--- src/rtl/game_pkg.sv ---
// Shared types and constants for the digit entry path of the number game.
package game_pkg;
  localparam int NUM_SLOTS  = 4;
  localparam int MAX_DIGITS = 3;
  localparam int VAL_W      = 10;
  localparam int BCD_W      = 12;

  typedef enum logic [1:0] {ENTRY, CONVERT, COMPLETE} state_t;

  // One cycle of button activity; the FSM resolves priority among these.
  typedef struct packed {
    logic       enter;
    logic       backspace;
    logic       dvalid;
    logic [3:0] digit;
  } entry_req_t;

  // acc*10 + d, built from shifts so no multiplier is needed.
  function automatic logic [VAL_W-1:0] mul10_add(input logic [VAL_W-1:0] acc,
                                                 input logic [3:0]       d);
    return (acc << 3) + (acc << 1) + VAL_W'(d);
  endfunction
endpackage

--- src/rtl/bcd_serial_to_bin.sv ---
// Serial BCD-to-binary: one digit per cycle, most significant first.
// result/done are combinational on the final stage so the caller can
// commit on the third edge after start.
module bcd_serial_to_bin
  import game_pkg::*;
(
  input  logic             clk,
  input  logic             rst,
  input  logic             flush,
  input  logic             start,
  input  logic [BCD_W-1:0] bcd,
  output logic [VAL_W-1:0] result,
  output logic             done
);
  localparam int STAGES = MAX_DIGITS - 1;

  logic [STAGES:0]  vld_pipe;
  logic [VAL_W-1:0] acc;
  logic [3:0]       dsel;

  // Stage i consumes digit index STAGES-i.
  always_comb begin
    dsel = '0;
    for (int i = 0; i <= STAGES; i++)
      if (vld_pipe[i]) dsel = bcd[(STAGES-i)*4 +: 4];
  end

  assign result = mul10_add(acc, dsel);
  assign done   = vld_pipe[STAGES];

  always_ff @(posedge clk) begin
    if (rst || flush) begin
      vld_pipe <= '0;
      acc      <= '0;
    end else begin
      vld_pipe <= {vld_pipe[STAGES-1:0], start};
      if (start)         acc <= '0;
      else if (|vld_pipe) acc <= result;
    end
  end
endmodule

--- src/rtl/digit_entry_encoder.sv ---
// Button digit entry: collects up to three BCD digits, converts them to binary
// on enter and stores the result into the next of four number slots.
module digit_entry_encoder
  import game_pkg::*;
(
  input  logic                       clk,
  input  logic                       rst,
  input  logic                       clear,
  input  logic                       digit_valid,
  input  logic [3:0]                 digit,
  input  logic                       backspace,
  input  logic                       enter,
  output logic [NUM_SLOTS*VAL_W-1:0] nums,
  output logic [NUM_SLOTS-1:0]       valid,
  output logic [BCD_W-1:0]           cur_bcd,
  output logic [1:0]                 cur_count,
  output logic [1:0]                 cur_slot,
  output logic                       busy,
  output logic                       done,
  output logic                       err
);
  state_t                              state;
  entry_req_t                          req;
  logic [NUM_SLOTS-1:0][VAL_W-1:0]     slots;
  logic                                conv_start;
  logic                                conv_done;
  logic [VAL_W-1:0]                    conv_result;

  assign req   = '{enter: enter, backspace: backspace, dvalid: digit_valid, digit: digit};
  assign nums  = slots;

  assign conv_start = (state == ENTRY) && req.enter && (cur_count != 2'd0) && !clear;

  bcd_serial_to_bin u_conv (
    .clk    (clk),
    .rst    (rst),
    .flush  (clear),
    .start  (conv_start),
    .bcd    (cur_bcd),
    .result (conv_result),
    .done   (conv_done)
  );

  always_ff @(posedge clk) begin
    if (rst || clear) begin
      state     <= ENTRY;
      slots     <= '0;
      valid     <= '0;
      cur_bcd   <= '0;
      cur_count <= '0;
      cur_slot  <= '0;
      busy      <= 1'b0;
      done      <= 1'b0;
      err       <= 1'b0;
    end else begin
      err <= 1'b0;
      case (state)
        ENTRY: begin
          if (req.enter) begin
            if (cur_count == 2'd0) begin
              err <= 1'b1;
            end else begin
              state <= CONVERT;
              busy  <= 1'b1;
            end
          end else if (req.backspace) begin
            if (cur_count != 2'd0) begin
              cur_bcd   <= {4'h0, cur_bcd[BCD_W-1:4]};
              cur_count <= cur_count - 2'd1;
            end
          end else if (req.dvalid) begin
            if (req.digit > 4'd9 || cur_count == 2'(MAX_DIGITS)) begin
              err <= 1'b1;
            end else begin
              cur_bcd   <= {cur_bcd[BCD_W-5:0], req.digit};
              cur_count <= cur_count + 2'd1;
            end
          end
        end
        CONVERT: begin
          // Buttons are ignored here; the digits must stay put for the converter.
          if (conv_done) begin
            slots[cur_slot] <= conv_result;
            valid[cur_slot] <= 1'b1;
            cur_bcd         <= '0;
            cur_count       <= '0;
            busy            <= 1'b0;
            if (cur_slot == 2'(NUM_SLOTS-1)) begin
              state <= COMPLETE;
              done  <= 1'b1;
            end else begin
              cur_slot <= cur_slot + 2'd1;
              state    <= ENTRY;
            end
          end
        end
        COMPLETE: begin
          if (req.dvalid || req.enter) err <= 1'b1;
        end
        default: state <= ENTRY;
      endcase
    end
  end
endmodule
--- config.mk ---
export PLATFORM = sky130hd
export DESIGN_NAME = digit_entry_encoder
export DESIGN_NICKNAME = d
export VERILOG_FILES = /design/src/rtl/game_pkg.sv /design/src/rtl/bcd_serial_to_bin.sv /design/src/rtl/digit_entry_encoder.sv
export SDC_FILE = /design/constraint.sdc
export NUM_CORES = 1
export LEC_CHECK = 0
export ABC_AREA = 1
export CAP_MARGIN = 20
export CORE_MARGIN = 10
export CORE_UTILIZATION = 51
export DETAILED_ROUTE_END_ITERATION = 8
export GPL_ROUTABILITY_DRIVEN = 0
export PLACE_DENSITY = 0.79
export SYNTH_ARGS = -nofsm -noshare
export SYNTH_HDL_FRONTEND = slang
export SYNTH_SLANG_ARGS = --single-unit
--- constraint.sdc ---
create_clock -name clk -period 3.1 [get_ports clk]
set_clock_uncertainty 0.1 [all_clocks]
set_input_delay 0.31 -clock clk [delete_from_list [all_inputs] [get_ports clk]]
set_output_delay 0.31 -clock clk [all_outputs]
set_load 0.005 [all_outputs]
After elaboration in Yosys (flattened, before gate mapping)
Index checks and enable logic that the tools add are counted.
Widths: inputs -> output; s select.
- $add $sub $neg: 5
- magnitude comparators: 3
- equality and inequality tests: 11
- mux-type cells: 38
- bitwise logic cells: 3
- reductions and logical operators: 20
- operators with widths (operator ; number):
    $mux 12 ; 6
    $bwmux 40 ; 1
    $pmux 12 s2 ; 1
    $demux 10 s2 ; 1
    $mux 2 ; 10
    $mux 4 ; 3
    $add 10x10->10 ; 1
    $add 10x4->10 ; 1
    $mux 1 ; 10
    $mux 10 ; 1
    $reduce_and 4->1 ; 2
    $eq 2x2->1 const B ; 3
    $ne 2x2->1 const B ; 3
    $ne 3x3->1 const B ; 2
    $pmux 2 s3 ; 1
    $reduce_and 3->1 ; 2
    $reduce_and 6->1 ; 1
    $add 2x1->2 const B ; 2
    $gt 4x4->1 const B ; 1
    $logic_and 1x1->1 ; 4
    $logic_not 2->1 ; 2
    $or 4x4->4 ; 1
    $pmux 1 s2 ; 2
    $pmux 2 s2 ; 1
    14 further kinds ; 18
- bits in registers: 77
- bits of input ports: 10
- output and inout port bits: 63
- logic and storage cells: 94

Logic depth before layout (Yosys ltp)
Gate-level depths: netlist of run 1.
- depth after elaboration: 7
- mapped depth: 13
- mapped depth without buffers: 13

Hierarchy
A second synthesis of run 1 with hierarchy kept.
- cell total of the unflattened synthesis: 517
- area, all modules: 3691.0 sq um
- by module, submodules not included (module ; times used ; cells each ; area an instance (sq um) ; sequential area each (sq um)):
    digit_entry_encoder ; 1 ; 368 ; 2677.6 ; 1301.2
    bcd_serial_to_bin ; 1 ; 149 ; 1013.5 ; 240.2

Worst setup path before layout of run 1
Ideal clock, no wire load.
- kind: register to register
- start point: register u_conv.vld_pipe[1]
- end point: register u_conv.acc[6]
- library setup time: 109 ps
- data arrival time: 2273 ps
- required time: 2891 ps
- path slack: 618 ps
- cell stages (with the launch flop): 11
- buffers on the path: 0
- period minus slack after synthesis: 2482 ps
- cells stage by stage: dfxtp_1 inv_1 nand3_1 a22oi_1 fa_1 fa_1 a21oi_1 xor2_1 nand2_1 nand2_1 inv_1
- longest elaborated chain between the ends: 3
- elaborated cells on any way between the ends: 4
- classes of those cells: add/sub (1); mux (2); reduce/logical (1)
- RTL lines (item ; line ; RTL):
    from (decl) ; bcd_serial_to_bin.sv:17 ; logic [STAGES:0] vld_pipe;
    from (signal assigned) ; bcd_serial_to_bin.sv:36 ; vld_pipe <= {vld_pipe[STAGES-1:0], start};
    $mux 4 (2 in series) ; bcd_serial_to_bin.sv:25 ; if (vld_pipe[i]) dsel = bcd[(STAGES-i)*4 +: 4];
    $add 10x4->10 ; game_pkg.sv:21 ; return (acc << 3) + (acc << 1) + VAL_W'(d);
    to (signal assigned) ; bcd_serial_to_bin.sv:38 ; else if (|vld_pipe) acc <= result;
    to (decl) ; bcd_serial_to_bin.sv:18 ; logic [VAL_W-1:0] acc;
Several ways; a longest one is shown, not always the timed one.
A chain may end at the register's enable or synchronous reset.

Worst setup path in the final report of run 1
- start point: register u_conv.vld_pipe[2]
- end point: register slots, in the netlist nums[16]
- longest elaborated chain between the ends: 3
- elaborated cells on any way between the ends: 4
- classes of those cells: add/sub (1); mux (2); reduce/logical (1)
- RTL lines (item ; line ; RTL):
    $mux 4 ; bcd_serial_to_bin.sv:25 ;
    $add 10x4->10 ; game_pkg.sv:21 ;
    $bwmux 40 ; digit_entry_encoder.sv:83 ; slots[cur_slot] <= conv_result;
    to (signal, indexed assignment) ; digit_entry_encoder.sv:83 ;
    to (decl) ; digit_entry_encoder.sv:24 ; logic [NUM_SLOTS-1:0][VAL_W-1:0] slots;
Several ways; a longest one is shown, not always the timed one.

==> results.sh, run 1 <==
export IMPL_fp_dieH_um=105.9
export IMPL_cts_inserted_buffers=9
export IMPL_overflow=0
export IMPL_io_buffers=72
export IMPL_syn_avg_cell_area_um2=7.392
export IMPL_postRouteWirelength_um=9912
export IMPL_final_common_cell="nand2_1"
export IMPL_whs_ns=0.3665
export IMPL_cp_max_fo=11
export IMPL_synth_cells=509
export IMPL_drive_gt1_share_pct=6.973
export IMPL_setup_viol=0
export IMPL_fin_crit_ns=2.764
export IMPL_crit_type="reg2reg"
export IMPL_clockRootBuffer="clkbuf_8"
export IMPL_first_pass_iters=5
export IMPL_rsz0062_at_grt="no"
export IMPL_dp_hpwl_um=7379
export IMPL_dp_cells=671
export IMPL_grt_pass1_wl_um=16360
export IMPL_p_per_area_nw_per_um2=435.1
export IMPL_critPathRequiredTime_ns=3.26
export IMPL_core_area_um2=7214
export IMPL_dpl_worst_slack_ns=0.3857
export IMPL_instances_no_fill=687
export IMPL_setup_tns_ns=0
export IMPL_grt_pass1_vias=3434
export IMPL_grt_usage_pct=17.49
export IMPL_route_detailed_drc=0
export IMPL_insertion_delay_ns=0.36
export IMPL_status="finished, final reports clean"
export IMPL_cp_start_kind="register"
export IMPL_synth_cell_types=30
export IMPL_cp_end_kind="register"
export IMPL_synth_seq_cells=77
export IMPL_dieWidth_um=105.9
export IMPL_final_cell_mix="139 x nand2_1, 77 x dfxtp_1, 72 x clkdlybuf4s50_1"
export IMPL_hold_class="reg2reg"
export IMPL_cts_hold_buf=0
export IMPL_vdd_drop_max_mv=0.3503
export IMPL_post_cts_resized=0
export IMPL_tightest_slew_ns=0.5111
export IMPL_reg2reg_depth=9
export IMPL_relSlewSlack_pct=65.82
export IMPL_h_tree_depth=3
export IMPL_n_antenna_cell=0
export IMPL_syn_area_um2=3762
export IMPL_finalCritPeriodShare_pct=89.16
export IMPL_final_core_util_pct=66.55
export IMPL_slew_violations=0
export IMPL_fmax_mhz=361.8
export IMPL_power_leakage_nw=2.181
export IMPL_hold_viol=0
export IMPL_fp_dieArea_um2=11210
export IMPL_grt_max_degree=25
export IMPL_cts_path_max_buffers=2
export IMPL_antenna_found_initial=0
export IMPL_ios=73
export IMPL_via_per_inst=5.167
export IMPL_synthesis_nets=539
export IMPL_cts_tree="done"
export IMPL_initial_utilization_pct=52.15
export IMPL_worst_slack_ns=0.3361
export IMPL_nets=613
export IMPL_path_clk_slew_ns=0.09
export IMPL_rows=31
export IMPL_drt_iter0_markers=144
export IMPL_crit_arrival_ns=2.92
export IMPL_drv_cap=0
export IMPL_seq_area_frac_synth_pct=40.97
export IMPL_drtAntennaViolNets=0
export IMPL_min_delay_path_depth=2
export IMPL_vias=3550
export IMPL_syn2layout_area_growth_pct=27.60
export IMPL_cts_setup_buffers=0
export IMPL_clock_sinks=77
export IMPL_wl_per_cell_um=14.43
export IMPL_yosys_warnings=0
worst paths after layout:
kind | to | slack [ns] | start
min | nums[10] | 0.37 | nums[10]
max | nums[16] | 0.34 | u_conv.vld_pipe[2]
max reg2reg | nums[16] | 0.34 | u_conv.vld_pipe[2]
min reg2reg | nums[10] | 0.37 | nums[10]
flip-flops by register name, indices dropped and copies added (netlist names):
name,cells
cur_count,2
state,2
u_conv.vld_pipe,3
done,1
nums,40
err,1
cur_slot,2
valid,4
busy,1
u_conv.acc,9
cur_bcd,12
worst max-delay path: stages, from the launching register on:
cell	delay, ns
dfxtp_1	0.56
a21oi_1	0.07
a22oi_1	0.20
fa_1	0.50
fa_1	0.50
a21oi_1	0.20
xor2_1	0.34
nand2_1	0.09
nand2_1	0.08
inv_1	0.04
cell families (layout without fill, tap and decap cells):
logic type	Yosys count	count (layout)	synth area share [%]
and+or+nand+nor	243	243	28.47
DFF	77	77	40.97
xor gates and xnor gates	2	2	0.4657
AOI/OAI and AO/OA	88	88	13.80
adders and majority gates	20	20	7.050
buffers and inverters	79	158	9.245
through the flow:
step,area [um2],power [mW]
after detailed placement,4547,1.149
final,4801,2.089
after global routing,4801,2.154
after floorplan,3762,1.102
after global placement,4547,1.147
after CTS,4801,2.096
final cells by class:
type	count	area, um2
clock inverter	6	116.4
tap	99	123.9
multi-input combinational	353	1876
sequential	77	1541
fill	635	2414
clock buffer	10	137.6
timing repair buffer	76	750.7
inverter	66	255.2
layer usage:
layer  global-route usage (%)  vias up  part of all wire (%)
li1                         -     1786                     -
met1                    18.40     1630                    40
met2                    31.89      120                    51
met3                    5.797       14                   7.1
met4                    5.996        0                   1.9
met5                        0        -                     0
cell usage after synthesis:
cell type / instances / area, um2
o211ai_1: 5 / 37.54
dfxtp_1: 77 / 1541
nand3b_1: 1 / 7.510
a31oi_1: 2 / 12.51
inv_2: 4 / 15.01
nand2_1: 139 / 521.8
nand2_4: 6 / 67.56
nand4_1: 7 / 43.79
o21a_1: 22 / 165.2
nor2_1: 43 / 161.4
fa_1: 2 / 40.04
clkinv_1: 2 / 7.510
a21oi_1: 50 / 250.2
clkbuf_1: 5 / 18.77
a41oi_1: 1 / 8.760
o21ai_0: 6 / 30.03
a22oi_1: 2 / 15.01
clkbuf_4: 1 / 7.510
buf_6: 5 / 56.30
clkinv_4: 1 / 8.760
nor2_8: 1 / 20.02
nand3_1: 39 / 195.2
xor2_1: 2 / 17.52
or2_2: 1 / 6.260
inv_1: 58 / 217.7
nand2_2: 4 / 25.02
ha_1: 18 / 225.2
nor2_4: 2 / 22.52
buf_2: 2 / 10.01
inv_4: 1 / 6.260
where the power goes:
part | switching, mW | internal (mW)
clock network | 0.396 | 0.566
registers | 0.00973 | 0.996
logic | 0.0721 | 0.0488
Note: power is estimated with default switching activity, not from simulation.
==> inputs of run 2 (changes only) <==
--- a/config.mk
+++ b/config.mk
@@ -12,6 +12,7 @@
 export DETAILED_ROUTE_END_ITERATION = 8
 export GPL_ROUTABILITY_DRIVEN = 0
 export PLACE_DENSITY = 0.79
+export SETUP_SLACK_MARGIN = 0.15
 export SYNTH_ARGS = -nofsm -noshare
 export SYNTH_HDL_FRONTEND = slang
 export SYNTH_SLANG_ARGS = --single-unit
==> run 2 against run 1 <==
Against the previous run:
- via count about the same
- die area unchanged
- worst setup slack improved by 0.071 ns
- wire length decreased by 0.11%
- hold slack about the same
- design area increased by 0.18%
- flip-flop and latch count unchanged
- clock power about the same
- first-iteration DRC count increased by 7.6%
- critical endpoint unchanged
==> results.sh, run 2 (synthesis gave the netlist of run 1 again) <==
export IMPL_status="finished, final reports clean"
export IMPL_tightest_slew_ns=0.5112
export IMPL_fp_dieArea_um2=11210
export IMPL_cts_setup_buffers=0
export IMPL_cts_tree="done"
export IMPL_worst_slack_ns=0.4072
export IMPL_final_area_um2=4810
export IMPL_cts_inserted_buffers=9
export IMPL_crit_type="reg2reg"
export IMPL_n_antenna_cell=0
export IMPL_h_tree_depth=3
export IMPL_cts_path_max_buffers=2
export IMPL_wl_per_cell_um=14.41
export IMPL_drive_gt1_share_pct=7.313
export IMPL_vias=3553
export IMPL_crit_arrival_ns=2.85
export IMPL_core_area_um2=7214
export IMPL_final_cell_mix="139 x nand2_1, 76 x dfxtp_1, 72 x clkdlybuf4s50_1"
export IMPL_dp_hpwl_um=7379
export IMPL_hold_viol=0
export IMPL_cp_max_fo=6
export IMPL_grt_usage_pct=17.49
export IMPL_p_per_area_nw_per_um2=434.0
export IMPL_final_common_cell="nand2_1"
export IMPL_instances_no_fill=687
export IMPL_drtAntennaViolNets=0
export IMPL_rsz0062_at_grt="no"
export IMPL_grt_pass1_vias=3434
export IMPL_relSlewSlack_pct=65.81
export IMPL_power_leakage_nw=2.183
export IMPL_dpl_worst_slack_ns=0.3857
export IMPL_setup_tns_ns=0
export IMPL_cts_hold_buf=0
export IMPL_postRouteWirelength_um=9901
export IMPL_overflow=0
export IMPL_grt_pass1_wl_um=16360
export IMPL_placed_cell_area_um2=4547
export IMPL_power_mw=2.087
export IMPL_fin_crit_ns=2.693
export IMPL_setup_viol=0
export IMPL_io_buffers=72
export IMPL_cp_end_kind="register"
export IMPL_path_clk_slew_ns=0.09
export IMPL_first_pass_iters=7
export IMPL_critPathRequiredTime_ns=3.26
export IMPL_slew_violations=0
export IMPL_cp_start_kind="register"
export IMPL_dieWidth_um=105.9
export IMPL_syn2layout_area_growth_pct=27.83
export IMPL_grt_max_degree=25
export IMPL_drv_cap=0
export IMPL_post_cts_resized=0
export IMPL_clock_sinks=77
export IMPL_drt_iter0_markers=155
export IMPL_antenna_found_initial=0
export IMPL_fmax_mhz=371.4
export IMPL_nets=613
export IMPL_via_per_inst=5.172
export IMPL_route_detailed_drc=0
export IMPL_rows=31
export IMPL_clockRootBuffer="clkbuf_8"
export IMPL_whs_ns=0.3666
export IMPL_finalCritPeriodShare_pct=86.86
export IMPL_largest_reg_flops=40
export IMPL_insertion_delay_ns=0.35
export IMPL_vdd_drop_max_mv=0.3502
export IMPL_dp_cells=671
export IMPL_ios=73
export IMPL_initial_utilization_pct=52.15
export IMPL_final_core_util_pct=66.67
export IMPL_hold_class="reg2reg"
export IMPL_fp_dieH_um=105.9
==> run 2: area by class of cell <==
class                      count  area [um2]
clock buffer                  10       137.6
timing repair buffer          76       750.7
clock inverter                 6       116.4
sequential                    77        1543
inverter                      66       255.2
fill                         637        2405
multi-input combinational    353        1883
tap                           99       123.9
==> run 2: worst max-delay path, cell delays in order, from the launching register on <==
cell	delay, ns
dfxtp_1	0.47
nand3_1	0.11
a22oi_1	0.21
fa_1	0.50
fa_1	0.49
a21oi_1	0.26
xor2_2	0.26
nand2_1	0.08
nand2_1	0.07
inv_1	0.04
==> run 2: path summary, 6_finish.rpt <==
kind / end / from / slack (ns) / depth (start not counted)
worst min-delay path: nums[10] / nums[10] / 0.37 / 2
worst max register to register: nums[16] / u_conv.vld_pipe[0] / 0.41 / 9
worst min register to register: nums[10] / nums[10] / 0.37 / 2
worst max-delay path: nums[16] / u_conv.vld_pipe[0] / 0.41 / 9
==> run 2: report_power, final <==
part	switching (mW)	internal (mW)
Clock	0.395	0.566
Sequential	0.00974	0.996
Combinational	0.0722	0.0489
==> run 2: layer usage <==
metal | global-route usage, % | share of wire [%] | vias up
met1 | 18.40 | 40 | 1628
met2 | 31.89 | 51 | 126
met4 | 5.996 | 1.9 | 0
li1 | - | - | 1785
met3 | 5.797 | 7.3 | 14
met5 | 0 | 0 | -
